## config.mk

```make
export PLATFORM = sky130hd
export DESIGN_NAME = adc_serial_responder
export DESIGN_NICKNAME = d
export VERILOG_FILES = /design/src/rtl/adc_serial_pkg.sv /design/src/rtl/adc_clk_edge.sv /design/src/rtl/adc_serial_responder.sv
export SDC_FILE = /design/constraint.sdc
export NUM_CORES = 1
export LEC_CHECK = 0
export BUFFER_PORTS_ARGS = -buffer_cell sky130_fd_sc_hd__buf_2
export CAP_MARGIN = 20
export CORE_ASPECT_RATIO = 1.1
export CORE_UTILIZATION = 50
export CTS_CLUSTER_SIZE = 40
export DETAILED_ROUTE_END_ITERATION = 8
export PLACE_DENSITY = 0.77
export SYNTH_ARGS = -nofsm -noshare
export SYNTH_HDL_FRONTEND = slang
export SYNTH_SLANG_ARGS = --single-unit
```

## constraint.sdc

```tcl
create_clock -name clk -period 1.7 [get_ports clk]
set_input_delay 0.17 -clock clk [delete_from_list [all_inputs] [get_ports clk]]
set_output_delay 0.17 -clock clk [all_outputs]
set_load 0.05 [all_outputs]
```

## src/rtl/adc_serial_pkg.sv

```systemverilog
// Shared constants for the serial ADC responder: widths, framing constants and FSM encoding.
package adc_serial_pkg;

    localparam int unsigned DATA_W = 10;
    localparam int unsigned ADDR_W = 3;

    localparam logic START_BIT = 1'b1;

    // bit_cnt_r value once every data bit has been driven, and index of the last address bit
    localparam logic [3:0] DATA_CNT  = 4'd10;
    localparam logic [3:0] ADDR_LAST = 4'd2;

    localparam logic [2:0] ST_IDLE  = 3'd0;
    localparam logic [2:0] ST_START = 3'd1;
    localparam logic [2:0] ST_ADDR  = 3'd2;
    localparam logic [2:0] ST_NULL  = 3'd3;
    localparam logic [2:0] ST_DATA  = 3'd4;
    localparam logic [2:0] ST_HOLD  = 3'd5;

endpackage

```

## src/rtl/adc_clk_edge.sv

```systemverilog
// Edge detector for the controller's serial bit clock, sampled in the system clock domain.
module adc_clk_edge (
    input  logic clk,
    input  logic rst,
    input  logic adc_clk,
    output logic rise,
    output logic fall
);

    logic adcclk_q;

    // one-cycle history of the serial clock
    always_ff @(posedge clk) begin
        if (rst) begin
            adcclk_q <= 1'b0;
        end else begin
            adcclk_q <= adc_clk;
        end
    end

    assign rise = adc_clk & ~adcclk_q;
    assign fall = ~adc_clk & adcclk_q;

endmodule

```

## src/rtl/adc_serial_responder.sv

```systemverilog
// ADC-side responder: decodes start bit and channel address, then shifts the
// channel's sample back MSB first on the falling edges of the serial clock.
module adc_serial_responder
    import adc_serial_pkg::*;
(
    input  logic              clk,
    input  logic              rst,
    input  logic              ADCclk,
    input  logic              conv,
    input  logic              ADC_in,
    output logic              ADC_out,
    input  logic [DATA_W-1:0] sample_in,
    output logic [ADDR_W-1:0] ch_sel,
    output logic              ch_strobe,
    output logic              busy,
    output logic              frame_err
);

    logic              rise_s;
    logic              fall_s;
    logic [2:0]        state_r,   state_nx_s;
    logic [3:0]        bit_cnt_r, bit_cnt_nx_s;
    logic [ADDR_W-1:0] ch_sel_r,  ch_sel_nx_s;
    logic [DATA_W-1:0] shreg_r,   shreg_nx_s;
    logic              adc_out_r, adc_out_nx_s;
    logic              strobe_r,  strobe_nx_s;
    logic              err_r,     err_nx_s;
    logic              busy_r;

    adc_clk_edge u_edge (
        .clk     (clk),
        .rst     (rst),
        .adc_clk (ADCclk),
        .rise    (rise_s),
        .fall    (fall_s)
    );

    // frame sequencing; in NULL, bit_cnt_r==1 marks that the null bit (and sample capture) has been seen
    always_comb begin
        state_nx_s   = state_r;
        bit_cnt_nx_s = bit_cnt_r;
        ch_sel_nx_s  = ch_sel_r;
        shreg_nx_s   = shreg_r;
        adc_out_nx_s = adc_out_r;
        strobe_nx_s  = 1'b0;
        err_nx_s     = 1'b0;
        case (state_r)
            ST_IDLE: begin
                adc_out_nx_s = 1'b0;
                if (conv) begin
                    state_nx_s = ST_START;
                end else begin
                    state_nx_s = ST_IDLE;
                end
            end
            ST_START: begin
                if (!conv) begin
                    state_nx_s   = ST_IDLE;
                    adc_out_nx_s = 1'b0;
                end else if (rise_s && (ADC_in == START_BIT)) begin
                    state_nx_s   = ST_ADDR;
                    bit_cnt_nx_s = 4'd0;
                end else begin
                    state_nx_s = ST_START;
                end
            end
            ST_ADDR: begin
                if (!conv) begin
                    state_nx_s   = ST_IDLE;
                    adc_out_nx_s = 1'b0;
                    err_nx_s     = 1'b1;
                end else if (rise_s) begin
                    ch_sel_nx_s = {ch_sel_r[ADDR_W-2:0], ADC_in};
                    if (bit_cnt_r == ADDR_LAST) begin
                        state_nx_s   = ST_NULL;
                        bit_cnt_nx_s = 4'd0;
                        strobe_nx_s  = 1'b1;
                    end else begin
                        bit_cnt_nx_s = bit_cnt_r + 4'd1;
                    end
                end else begin
                    state_nx_s = ST_ADDR;
                end
            end
            ST_NULL: begin
                if (!conv) begin
                    state_nx_s   = ST_IDLE;
                    adc_out_nx_s = 1'b0;
                    err_nx_s     = 1'b1;
                end else if (rise_s) begin
                    shreg_nx_s   = sample_in;
                    bit_cnt_nx_s = 4'd1;
                end else if (fall_s && (bit_cnt_r == 4'd1)) begin
                    adc_out_nx_s = shreg_r[DATA_W-1];
                    shreg_nx_s   = {shreg_r[DATA_W-2:0], 1'b0};
                    state_nx_s   = ST_DATA;
                end else begin
                    state_nx_s = ST_NULL;
                end
            end
            ST_DATA: begin
                if (!conv) begin
                    state_nx_s   = ST_IDLE;
                    adc_out_nx_s = 1'b0;
                    err_nx_s     = 1'b1;
                end else if (fall_s) begin
                    if (bit_cnt_r == DATA_CNT) begin
                        adc_out_nx_s = 1'b0;
                        state_nx_s   = ST_HOLD;
                    end else begin
                        adc_out_nx_s = shreg_r[DATA_W-1];
                        shreg_nx_s   = {shreg_r[DATA_W-2:0], 1'b0};
                        bit_cnt_nx_s = bit_cnt_r + 4'd1;
                    end
                end else begin
                    state_nx_s = ST_DATA;
                end
            end
            ST_HOLD: begin
                adc_out_nx_s = 1'b0;
                if (!conv) begin
                    state_nx_s = ST_IDLE;
                end else begin
                    state_nx_s = ST_HOLD;
                end
            end
            default: begin
                state_nx_s   = ST_IDLE;
                adc_out_nx_s = 1'b0;
            end
        endcase
    end

    // state and output registers
    always_ff @(posedge clk) begin
        if (rst) begin
            state_r   <= ST_IDLE;
            bit_cnt_r <= 4'd0;
            ch_sel_r  <= {ADDR_W{1'b0}};
            shreg_r   <= {DATA_W{1'b0}};
            adc_out_r <= 1'b0;
            strobe_r  <= 1'b0;
            err_r     <= 1'b0;
            busy_r    <= 1'b0;
        end else begin
            state_r   <= state_nx_s;
            bit_cnt_r <= bit_cnt_nx_s;
            ch_sel_r  <= ch_sel_nx_s;
            shreg_r   <= shreg_nx_s;
            adc_out_r <= adc_out_nx_s;
            strobe_r  <= strobe_nx_s;
            err_r     <= err_nx_s;
            busy_r    <= (state_nx_s != ST_IDLE);
        end
    end

    assign ADC_out   = adc_out_r;
    assign ch_sel    = ch_sel_r;
    assign ch_strobe = strobe_r;
    assign busy      = busy_r;
    assign frame_err = err_r;

endmodule
```

Word-level counts from Yosys, hierarchy flattened --
Cells that the tools add are included.
Word-level totals: flip-flop bits (word level) 25, input port bits 15
Operators by class: $add $sub $neg 1, eq/ne operators 22, muxes and demuxes 42, bitwise gates (word level) 8, reduce and logical (&&, ||, !) cells 14
Operators with widths (number):
- $mux W10 | 6
- $mux W4 | 10
- $mux W3 | 10
- $ne A2 B2 Y1 const B | 10
- $pmux W10 S2 | 1
- $pmux W3 S6 | 1
- $pmux W4 S4 | 1
- $ne A3 B3 Y1 const B | 4
- $mux W1 | 10
- $reduce_and A10 Y1 | 1
- $eq A3 B2 Y1 const B | 2
- $eq A3 B3 Y1 const B | 2
- $not A1 Y1 | 6
- $reduce_and A6 Y1 | 1
- $add A4 B1 Y4 const B | 1
- $eq A4 B1 Y1 const B | 1
- $eq A4 B2 Y1 const B | 1
- $eq A4 B4 Y1 const B | 1
- $mux W2 | 2
- $reduce_and A4 Y1 | 1
- $reduce_bool A4 Y1 | 1
- $reduce_or A2 Y1 | 2
- $reduce_or A4 Y1 | 1
- $eq A3 B1 Y1 const B | 1
- other kinds (8) | 10

Logic depth before layout (Yosys ltp) --
Gate-level depths: netlist of the first run.
depth in word-level cells 8, gate-level depth with buffers 6, gate-level depth less buffers 6

Hierarchy --
A second synthesis of the first run with hierarchy kept.
Second synthesis, totals: cell total of the unflattened synthesis 160, area, all modules 1293.7 um^2
By module, submodules not included:
- adc_serial_responder | times used 1, cells an instance 156, area an instance 1255.0 um^2
- adc_clk_edge | times used 1, cells an instance 4, area an instance 38.8 um^2

Least setup slack after synthesis of the first run --
OpenSTA, ideal clock, no wires.
kind register to register, start point register bit_cnt_r[0], end point register adc_out_r (netlist: ADC_out), data arrival time 1.745 ns, required time 1.630 ns, slack -0.115 ns, cell stages (with the launch flop) 6, clock period less this slack 1.815 ns, cell sequence dfxtp_1 > ha_1 > or3b_4 > o31a_1 > or4_1 > a21oi_1
On the way: word-level cells in the longest chain between the ends 5
Ends and longest elaborated chain:
- start, declared | line adc_serial_responder.sv:22 | logic [3:0] bit_cnt_r, bit_cnt_nx_s;
- start signal, assigned | line adc_serial_responder.sv:147 | bit_cnt_r <= bit_cnt_nx_s;
- $eq A4 B4 Y1 | line adc_serial_responder.sv:107 | if (bit_cnt_r == DATA_CNT) begin
- $mux W1 | line adc_serial_responder.sv:107
- $mux W1 | line adc_serial_responder.sv:106 | end else if (fall_s) begin
- $mux W1 | line adc_serial_responder.sv:102 | if (!conv) begin
- $pmux W1 S3 | line adc_serial_responder.sv:47 | case (state_r)
- end signal, assigned | line adc_serial_responder.sv:150 | adc_out_r <= adc_out_nx_s;
- end, declared | line adc_serial_responder.sv:25 | logic adc_out_r, adc_out_nx_s;
Parallel ways exist; a longest one is shown, timed or not. The select of a mux whose other input is x is not followed. A chain may end at the register's enable or synchronous reset.

Worst setup path after layout of the first run --
start point register bit_cnt_r[1], end point register adc_out_r (netlist: ADC_out)
Same word-level chain as after synthesis.

==> metrics.md, run 1 <==
| Metric | Value |
|---|---|
| Crit path kind | reg2reg |
| Kind of launch point of the worst setup path | flop |
| Cell area power density | 515 nW/um^2 |
| Starting density of the core | 54.9% |
| Max Cap Violations | 0 |
| Register bit count reported by yosys | 25 |
| Post-synthesis cell type with the largest combined area | dfxtp_1 |
| Cell type group with the largest total delay on the critical path | simple AND/OR/NAND/NOR gates |
| Transition time at the pin with the least slew margin | 518 ps |
| Initial antenna violation count | 0 |
| Hold slack | 136 ps |
| Maximum frequency from static timing analysis | 0.553 GHz |
| Clock input transition at the sequential cells of the worst setup and hold paths | 140 ps |
| Synthesized instance count | 169 |
| Core Area | 2590 sq um |
| Length of routed wiring on met1 | 1610 um |
| Count of filler cells inserted in the layout | 191 |
| Number of distinct library cell variants in the gate-level netlist after synthesis | 39 |
| Area of placed instances | 1750 sq um |
| Chip Height | 57.9 um |
| Mean area per synthesized cell | 8.42 sq um |
| Number of enable-type register cells in the synthesized netlist | 0 |
| Worst R2R Start | bit_cnt_r[1] |
| Number of nets in the finished design | 233 |
| Antenna Violating Nets Remaining | 0 |
| Required time at the endpoint of the critical path | 1980 ps |
| Number of sinks driven by the clock tree | 25 |
| Average vias per placed instance | 6.05 |
| Largest driver fanout on the critical path | 3 |
| TritonCTS clock tree | yes |
| Count of routing violations after the opening detailed-route iteration | 55 |
| Highest routed layer | met4 |
| Setup slack at placement | -151 ps |
| Final worst-path cycle share | 106% |
| Number of port buffers | 21 |
| Cell at the root of the clock tree | clkbuf_4 |
| Slew Viols, Final | 0 |
| Inserted Clock Buffers | 3 |
| CP peak stage delay | 460 ps |
| Gpl congestion | 0.819 |
| Most common cell after layout, fill and taps aside | buf_4 |
| Cell Rows | 19 |
| Launch point of the worst hold path | sample_in[0] |
| Min-delay worst type | in2reg |
| Vias in the first global route | 1,413 |
| Failing checks | setup timing |
| Hold buffer count at cts | 0 |
| Ports placed on the boundary | 22 |
| Most frequent cells in the layout | buf_4, buf_2, dfxtp_1, o21ai_0, a21oi_1 |
| Top post-synthesis cells by area | dfxtp_1, mux2_2, o21ai_0, a21oi_1, nor2b_1 |
| Crit path capture type | flop |
| Peak supply drop | 0.463 mV |
| Die outline width | 52.9 um |
| Die area | 3060 sq um |
| Run status | complete, but fails checks |
| Met2 wirelength from detailed routing | 2090 um |
| Setup repair after global routing missed its margin | true |
| Final Hold Vio Count | 0 |
| Leak Pwr | 0.794 nW |
| Final HPWL from detailed placement | 2620 um |
| Area share of the leading cell type in the synthesized netlist | 35.2% |
| Flip-flop cell with the highest count after synthesis | dfxtp_1 |
| Asr flop ratio synth | 0% |
| Post-Syn Nets | 187 |
| Remaining design rule violation count | 0 |
| Wire length of the first global-routing pass | 6300 um |
| Pin count of the biggest net entering global routing | 33 |
| Crit-path cells | inv_2, ha_4, or3b_4, o31a_1, or4_1, a21oi_1 |
| Minimum clock period | 1810 ps |
| Worst path bufs/invs | 1 |
| Cell area after layout | 1920 sq um |
| Finish-stage setup viols | 11 |
| Gr usage total | 28.1% |
| Count of vias placed by the detailed router | 1,482 |
| Headroom to the max-slew limit | 65.5% |
| Clock latency reported for the late side of the worst-skew pair | 330 ps |
| WL per Instance | 16.3 um |
| Number of diodes added for antenna fixing | 0 |
| Post-Synthesis Cell Area | 1420 sq um |
| Total wire length after detailed routing | 3990 um |
| Synthesis-to-finish area growth | 34.8% |
| Data arrival at the endpoint of the critical path | 2090 ps |
| Remaining global-route overflow | 0 |
| Worst-case clock skew | 5.00 ps |
| Slowest cell on crit path | or4_1 |
| Met3 Wirelength | 207 um |
| Detailed-router iteration count before antenna repair | 5 |
| Fraction of the yosys area taken by sequential cells | 35.2% |
| Worst setup path startpoint | bit_cnt_r[1] |
| Synth warnings | 0 |
| # H-tree levels | 1 |
| Post-layout util | 74.0% |
| Layout cells sized above 1 | 40.7% |
| Final WS setup | -109 ps |
| Max Buffers Root-to-Sink | 2 |
-- synthesized netlist by cell type (2+ instances only) --
| master | n |
|---|---|
| a21boi_0 | 2 |
| o21ai_0 | 20 |
| dfxtp_1 | 25 |
| o21a_1 | 2 |
| nor2_1 | 8 |
| a211oi_1 | 2 |
| nand2b_1 | 7 |
| inv_1 | 3 |
| a31oi_1 | 3 |
| nand2_1 | 3 |
| nand3_1 | 11 |
| a21oi_1 | 15 |
| nand4b_1 | 3 |
| ha_1 | 3 |
| clkbuf_1 | 10 |
| mux2i_1 | 4 |
| nor2b_1 | 12 |
| mux2_2 | 9 |
| nand4_1 | 2 |
| nor3_1 | 4 |
| nand3b_1 | 2 |
| buf_2 | 2 |
-- cell families after synthesis --
| logic type | after synthesis | synth area share, % |
|---|---|---|
| adder cells (fa/ha/maj) | 3 | 2.64 |
| AO/OA/AOI/OAI | 52 | 22.3 |
| flip-flops | 25 | 35.2 |
| AND/OR/NAND/NOR | 61 | 25.9 |
| buffers and inverters | 15 | 4.13 |
| multiplexers | 13 | 9.94 |
-- metrics by stage --
step	setup TNS, ps	instances	power [mW]
2_1_floorplan	-187	169	0.666
3_3_place_gp	-790	235	0.707
3_5_place_dp	-1540	235	0.712
4_1_cts	-503	244	0.985
5_1_grt	-1270	245	1.02
6_report	-615	245	0.988
-- worst min-delay path, delay by kind of cell --
kind / cells / cell delay (ps)
buffers and inverters: 1 / 100
muxes: 1 / 70
and+or+nand+nor: 1 / 90
-- final cells by class --
class	instances	area (sq um)	area share (%)
Inverter	3	11.3	0.587
Tap cell	31	38.8	2.02
Sequential cell	25	517	26.9
Clock buffer	4	26.3	1.37
Timing Repair Buffer	52	354	18.5
Multi-Input combinational cell	130	971	50.6
-- routing by layer --
metal | vias up | track usage [%]
met5 | - | 0
met4 | 0 | 13.9
met3 | 11 | 3.94
met2 | 61 | 49.4
met1 | 696 | 32.5
li1 | 714 | -
-- path summary, 6_finish.rpt --
| kind | slack [ps] | cells after the start | end |
|---|---|---|---|
| worst min-delay path | 140 | 3 | shreg_r[0] |
| worst min register to register | 490 | 2 | ADC_out |
| worst max register to register | -110 | 6 | ADC_out |
| worst max-delay path | -110 | 6 | ADC_out |
-- flip-flops by register name, indices dropped and copies added, names as in the netlist --
register / count
shreg_r: 10
bit_cnt_r: 4
ch_sel: 3
state_r: 3
ADC_out: 1
busy: 1
ch_strobe: 1
frame_err: 1
u_edge.adcclk_q: 1
-- power by group --
group	internal [mW]	switching (mW)	total [mW]
Combinational	0.0491	0.0665	0.116
Clock	0.0921	0.187	0.279
Sequential	0.586	0.00691	0.593
Total	0.727	0.260	0.988
-- timing repair --
| item | CTS | global route |
|---|---|---|
| pin swaps | 2 | 4 |
| buffers inserted | 4 | 1 |
| setup endpoints to repair | 12 | 16 |
| gates cloned | 1 | 0 |
| gates resized for setup | 9 | 18 |
No activity file was read; power rests on OpenSTA's default activity.
==> run 2, diff against run 1 <==
--- a/config.mk
+++ b/config.mk
@@ -5,13 +5,16 @@
 export SDC_FILE = /design/constraint.sdc
 export NUM_CORES = 1
 export LEC_CHECK = 0
+export ABC_AREA = 1
 export BUFFER_PORTS_ARGS = -buffer_cell sky130_fd_sc_hd__buf_2
 export CAP_MARGIN = 20
+export CELL_PAD_IN_SITES_DETAIL_PLACEMENT = 1
+export CELL_PAD_IN_SITES_GLOBAL_PLACEMENT = 1
 export CORE_ASPECT_RATIO = 1.1
-export CORE_UTILIZATION = 50
+export CORE_UTILIZATION = 39
 export CTS_CLUSTER_SIZE = 40
 export DETAILED_ROUTE_END_ITERATION = 8
-export PLACE_DENSITY = 0.77
+export PLACE_DENSITY = 0.82
 export SYNTH_ARGS = -nofsm -noshare
 export SYNTH_HDL_FRONTEND = slang
 export SYNTH_SLANG_ARGS = --single-unit
==> constraint.sdc (replaced) <==
create_clock -name clk -period 2 [get_ports clk]
set_input_delay 0.2 -clock clk [delete_from_list [all_inputs] [get_ports clk]]
set_output_delay 0.2 -clock clk [all_outputs]
set_load 0.05 [all_outputs]
==> metrics.md, run 2 <==
| Metric | Value |
|---|---|
| Run status | finished, final reports clean (was complete, but fails checks) |
| Final worst-path cycle share | 84.9% (was 106%) |
| Post-Syn Nets | 283 (was 187) |
| Mean area per synthesized cell | 6.03 sq um (was 8.42 sq um) |
| Finish-stage setup viols | 0 (was 11) |
| Total wire length after detailed routing | 4330 um (was 3990 um) |
| Maximum frequency from static timing analysis | 0.589 GHz (was 0.553 GHz) |
| Worst path bufs/invs | 2 (was 1) |
| Die area | 4360 sq um (was 3060 sq um) |
| Headroom to the max-slew limit | 68.9% (was 65.5%) |
| Vias in the first global route | 1,701 (was 1,413) |
| Clock latency reported for the late side of the worst-skew pair | 270 ps (was 330 ps) |
| Post-cts gate resize count | 0 (was 9) |
| Post-CTS setup buffers | 0 (was 4) |
| Launch point of the worst hold path | rst (was sample_in[0]) |
| Minimum clock period | 1700 ps (was 1810 ps) |
| Remaining design rule violation count | 0 (unchanged) |
| Largest registers | shreg_r x10, bit_cnt_r x4 (unchanged) |
| Pin count of the biggest net entering global routing | 21 (was 33) |
| Wire length of the first global-routing pass | 7470 um (was 6300 um) |
| Synth warnings | 0 (unchanged) |
| Crit path capture type | flop (unchanged) |
| Min-delay worst type | in2reg (unchanged) |
| Gpl congestion | 0.815 (was 0.819) |
| Max Cap Violations | 0 (unchanged) |
| Flip-flop cell with the highest count after synthesis | dfxtp_1 (unchanged) |
| Antenna Violating Nets Remaining | 0 (unchanged) |
| Chip Height | 69.1 um (was 57.9 um) |
| Average vias per placed instance | 5.07 (was 6.05) |
| Detailed-router iteration count before antenna repair | 4 (was 5) |
| Placed insts | 330 (was 235) |
| Required time at the endpoint of the critical path | 2170 ps (was 1980 ps) |
| Gr usage total | 21.5% (was 28.1%) |
| Number of enable-type register cells in the synthesized netlist | 0 (unchanged) |
| Asr flop ratio synth | 0% (unchanged) |
| Most repeated library cell on the critical path | nor2_1 |
| Cell Rows | 24 (was 19) |
| Multiplexer share of the synthesized area | 0% (was 9.94%) |
| Peak supply drop | 0.298 mV (was 0.463 mV) |
| WL per Instance | 13.0 um (was 16.3 um) |
| Crit path kind | reg2reg (unchanged) |
| Hold buffer count at cts | 0 (unchanged) |
| Crit-path cells | inv_1, ha_1, nand3b_1, a21oi_2, nor2_1, buf_4, nand3_1, nand2_1, nor2_1 (was inv_2, ha_4, or3b_4, o31a_1, or4_1, a21oi_1) |
| Area share of the leading cell type in the synthesized netlist | 31.3% (was 35.2%) |
| Number of port buffers | 21 (unchanged) |
| Final Hold Vio Count | 0 (unchanged) |
| Worst setup path startpoint | bit_cnt_r[0] (was bit_cnt_r[1]) |
| Synthesized instance count | 265 (was 169) |
| Remaining global-route overflow | 0 (unchanged) |
| Number of distinct library cell variants in the gate-level netlist after synthesis | 24 (was 39) |
| Fraction of the yosys area taken by sequential cells | 31.3% (was 35.2%) |
| Cell area power density | 515 nW/um^2 (about the same) |
| Most common cell in the synthesized netlist | nand2_1 (was dfxtp_1) |
| R2r setup slk | 300 ps (was -110 ps) |
| Cell at the root of the clock tree | clkbuf_8 (was clkbuf_4) |
| Most common cell after layout, fill and taps aside | nand2_1 (was buf_4) |
| Count of filler cells inserted in the layout | 575 (was 191) |
| Setup repair after global routing missed its margin | false (was true) |
| Post-synthesis share of cell area spent on full adders, half adders and majority gates | 2.35% (was 2.64%) |
| Starting density of the core | 40.6% (was 54.9%) |
| Initial antenna violation count | 0 (unchanged) |
| Number of diodes added for antenna fixing | 0 (unchanged) |
| Top post-synthesis cells by area | dfxtp_1, nand2_1, nand3_1, nor2_1, a21oi_1 (was dfxtp_1, mux2_2, o21ai_0, a21oi_1, nor2b_1) |
| Register bit count reported by yosys | 25 (unchanged) |
| Number of sinks driven by the clock tree | 25 (unchanged) |
| Max Buffers Root-to-Sink | 2 (unchanged) |
| Ranking of synthesized cells by instance count | nand2_1, nor2_1, nand3_1 (was dfxtp_1, o21ai_0, a21oi_1) |
| # H-tree levels | 1 (unchanged) |
| Kind of launch point of the worst setup path | flop (unchanged) |
| Largest driver fanout on the critical path | 20 (was 3) |
| Transition time at the pin with the least slew margin | 465 ps (was 518 ps) |
| Ports placed on the boundary | 22 (unchanged) |
| Post-synthesis cell type with the largest combined area | dfxtp_1 (unchanged) |
| Cell type group with the largest total delay on the critical path | simple AND/OR/NAND/NOR gates (unchanged) |
| Post-route non-filler standard cell count | 334 (was 245) |
| Leak Pwr | 0.833 nW (was 0.794 nW) |
| Slew Viols, Final | 0 (unchanged) |
| Synthesis-to-finish area growth | 11.4% (was 34.8%) |
| Simple logic cell fraction of the synthesized area | 43.1% (was 25.9%) |
| Core Area | 3930 sq um (was 2590 sq um) |
| Setup TNS after final layout | 0 ps (was -615 ps) |
| Data arrival at the endpoint of the critical path | 1870 ps (was 2090 ps) |
| Most flop-heavy register | shreg_r (unchanged) |
| Largest family of logic cells by synthesized area | simple AND/OR/NAND/NOR gates (unchanged) |
| Die outline width | 63.0 um (was 52.9 um) |
| Worst-case clock skew | 3.46 ps (was 5.00 ps) |
| Clock input transition at the sequential cells of the worst setup and hold paths | 90 ps (was 140 ps) |
| Flip-flop count of the largest register, all copies and words added | 10 (unchanged) |
| Count of routing violations after the opening detailed-route iteration | 58 (was 55) |
| Count of vias placed by the detailed router | 1,693 (was 1,482) |
| CP peak stage delay | 420 ps (was 460 ps) |
| Post-Synthesis Cell Area | 1600 sq um (was 1420 sq um) |
| Final HPWL from detailed placement | 3260 um (was 2620 um) |
| Worst R2R Start | bit_cnt_r[0] (was bit_cnt_r[1]) |
| Most frequent cells in the layout | nand2_1, nor2_1, nand3_1, inv_1 (was buf_4, buf_2, dfxtp_1, o21ai_0, a21oi_1) |
| TritonCTS clock tree | yes (unchanged) |
| Slowest cell on crit path | dfxtp_1 (was or4_1) |
| Layout cells sized above 1 | 14.2% (was 40.7%) |
| Post-synthesis share of cell area spent on xor and xnor gates | 0% (unchanged) |
| Synth Area in Compound Gates | 11.8% (was 22.3%) |
| Inserted Clock Buffers | 3 (unchanged) |
| Number of nets in the finished design | 301 (was 233) |
==> run 2: changes by cell type in the layout (fill, tap and decap cells not counted), sizes merged, moves of 9 or more <==
cell	previous run	this run
a21oi	15	26
buf	52	26
nand3	11	39
mux2	9	0
nor2	8	47
nor2b	12	0
o21ai	20	5
nand2	3	67
inv	3	30
==> run 2: final timing paths <==
check | end | cells after the start
worst min-delay path | bit_cnt_r[1] | 2
worst max register to register | shreg_r[9] | 9
worst min register to register | ADC_out | 2
worst max-delay path | shreg_r[9] | 9
==> run 2: layout make-up <==
| type | count | area, sq um | area share [%] |
|---|---|---|---|
| Multi-Input combinational cell | 197 | 915 | 51.4 |
| Sequential cell | 25 | 500 | 28.1 |
| Timing Repair Buffer | 26 | 143 | 8.01 |
| Tap cell | 52 | 65.1 | 3.65 |
| Clock buffer | 4 | 45.0 | 2.53 |
| Inverter | 30 | 113 | 6.32 |
==> run 2: worst reg2reg max path, stage by stage (launching register included) <==
cell and delay, ps:
dfxtp_1 420, inv_1 110, ha_1 240, nand3b_1 150, a21oi_2 90, nor2_1 130
buf_4 250, nand3_1 100, nand2_1 70, nor2_1 40
==> run 2: power breakdown <==
part	total, mW	leakage, nW	switching, mW	internal [mW]
clock network	0.306	0.0228	0.164	0.143
logic	0.105	0.608	0.0691	0.0355
registers	0.507	0.202	0.00443	0.502
==> run 2: cell families (layout without fill, tap and decap cells) <==
| group | count (synthesis) | in the layout |
|---|---|---|
| DFF | 25 | 25 |
| buffers and inverters | 43 | 60 |
| AOI/OAI and AO/OA | 35 | 35 |
| and+or+nand+nor | 159 | 159 |
| adders and majority gates | 3 | 3 |
==> run 2: stage by stage <==
step	util [%]	total power, mW	hold slack (ps)	setup WS, ps	area [sq um]
6_report	45.3	0.918	199	302	1780
5_1_grt	45.3	0.958	216	164	1780
4_1_cts	45.3	0.927	209	306	1780
3_5_place_dp	44.1	0.624	471	377	1740
3_3_place_gp	44.1	0.622	468	459	1740
2_1_floorplan	-	0.591	335	579	1600
==> run 2: routing by layer <==
layer  wire length [um]  part of all wire (%)  track usage (%)
met1               2000                    46             25.7
met2               2210                    51             38.9
met3                 57                   1.3             1.99
met4                 64                   1.5             8.01
met5                  0                     0                0
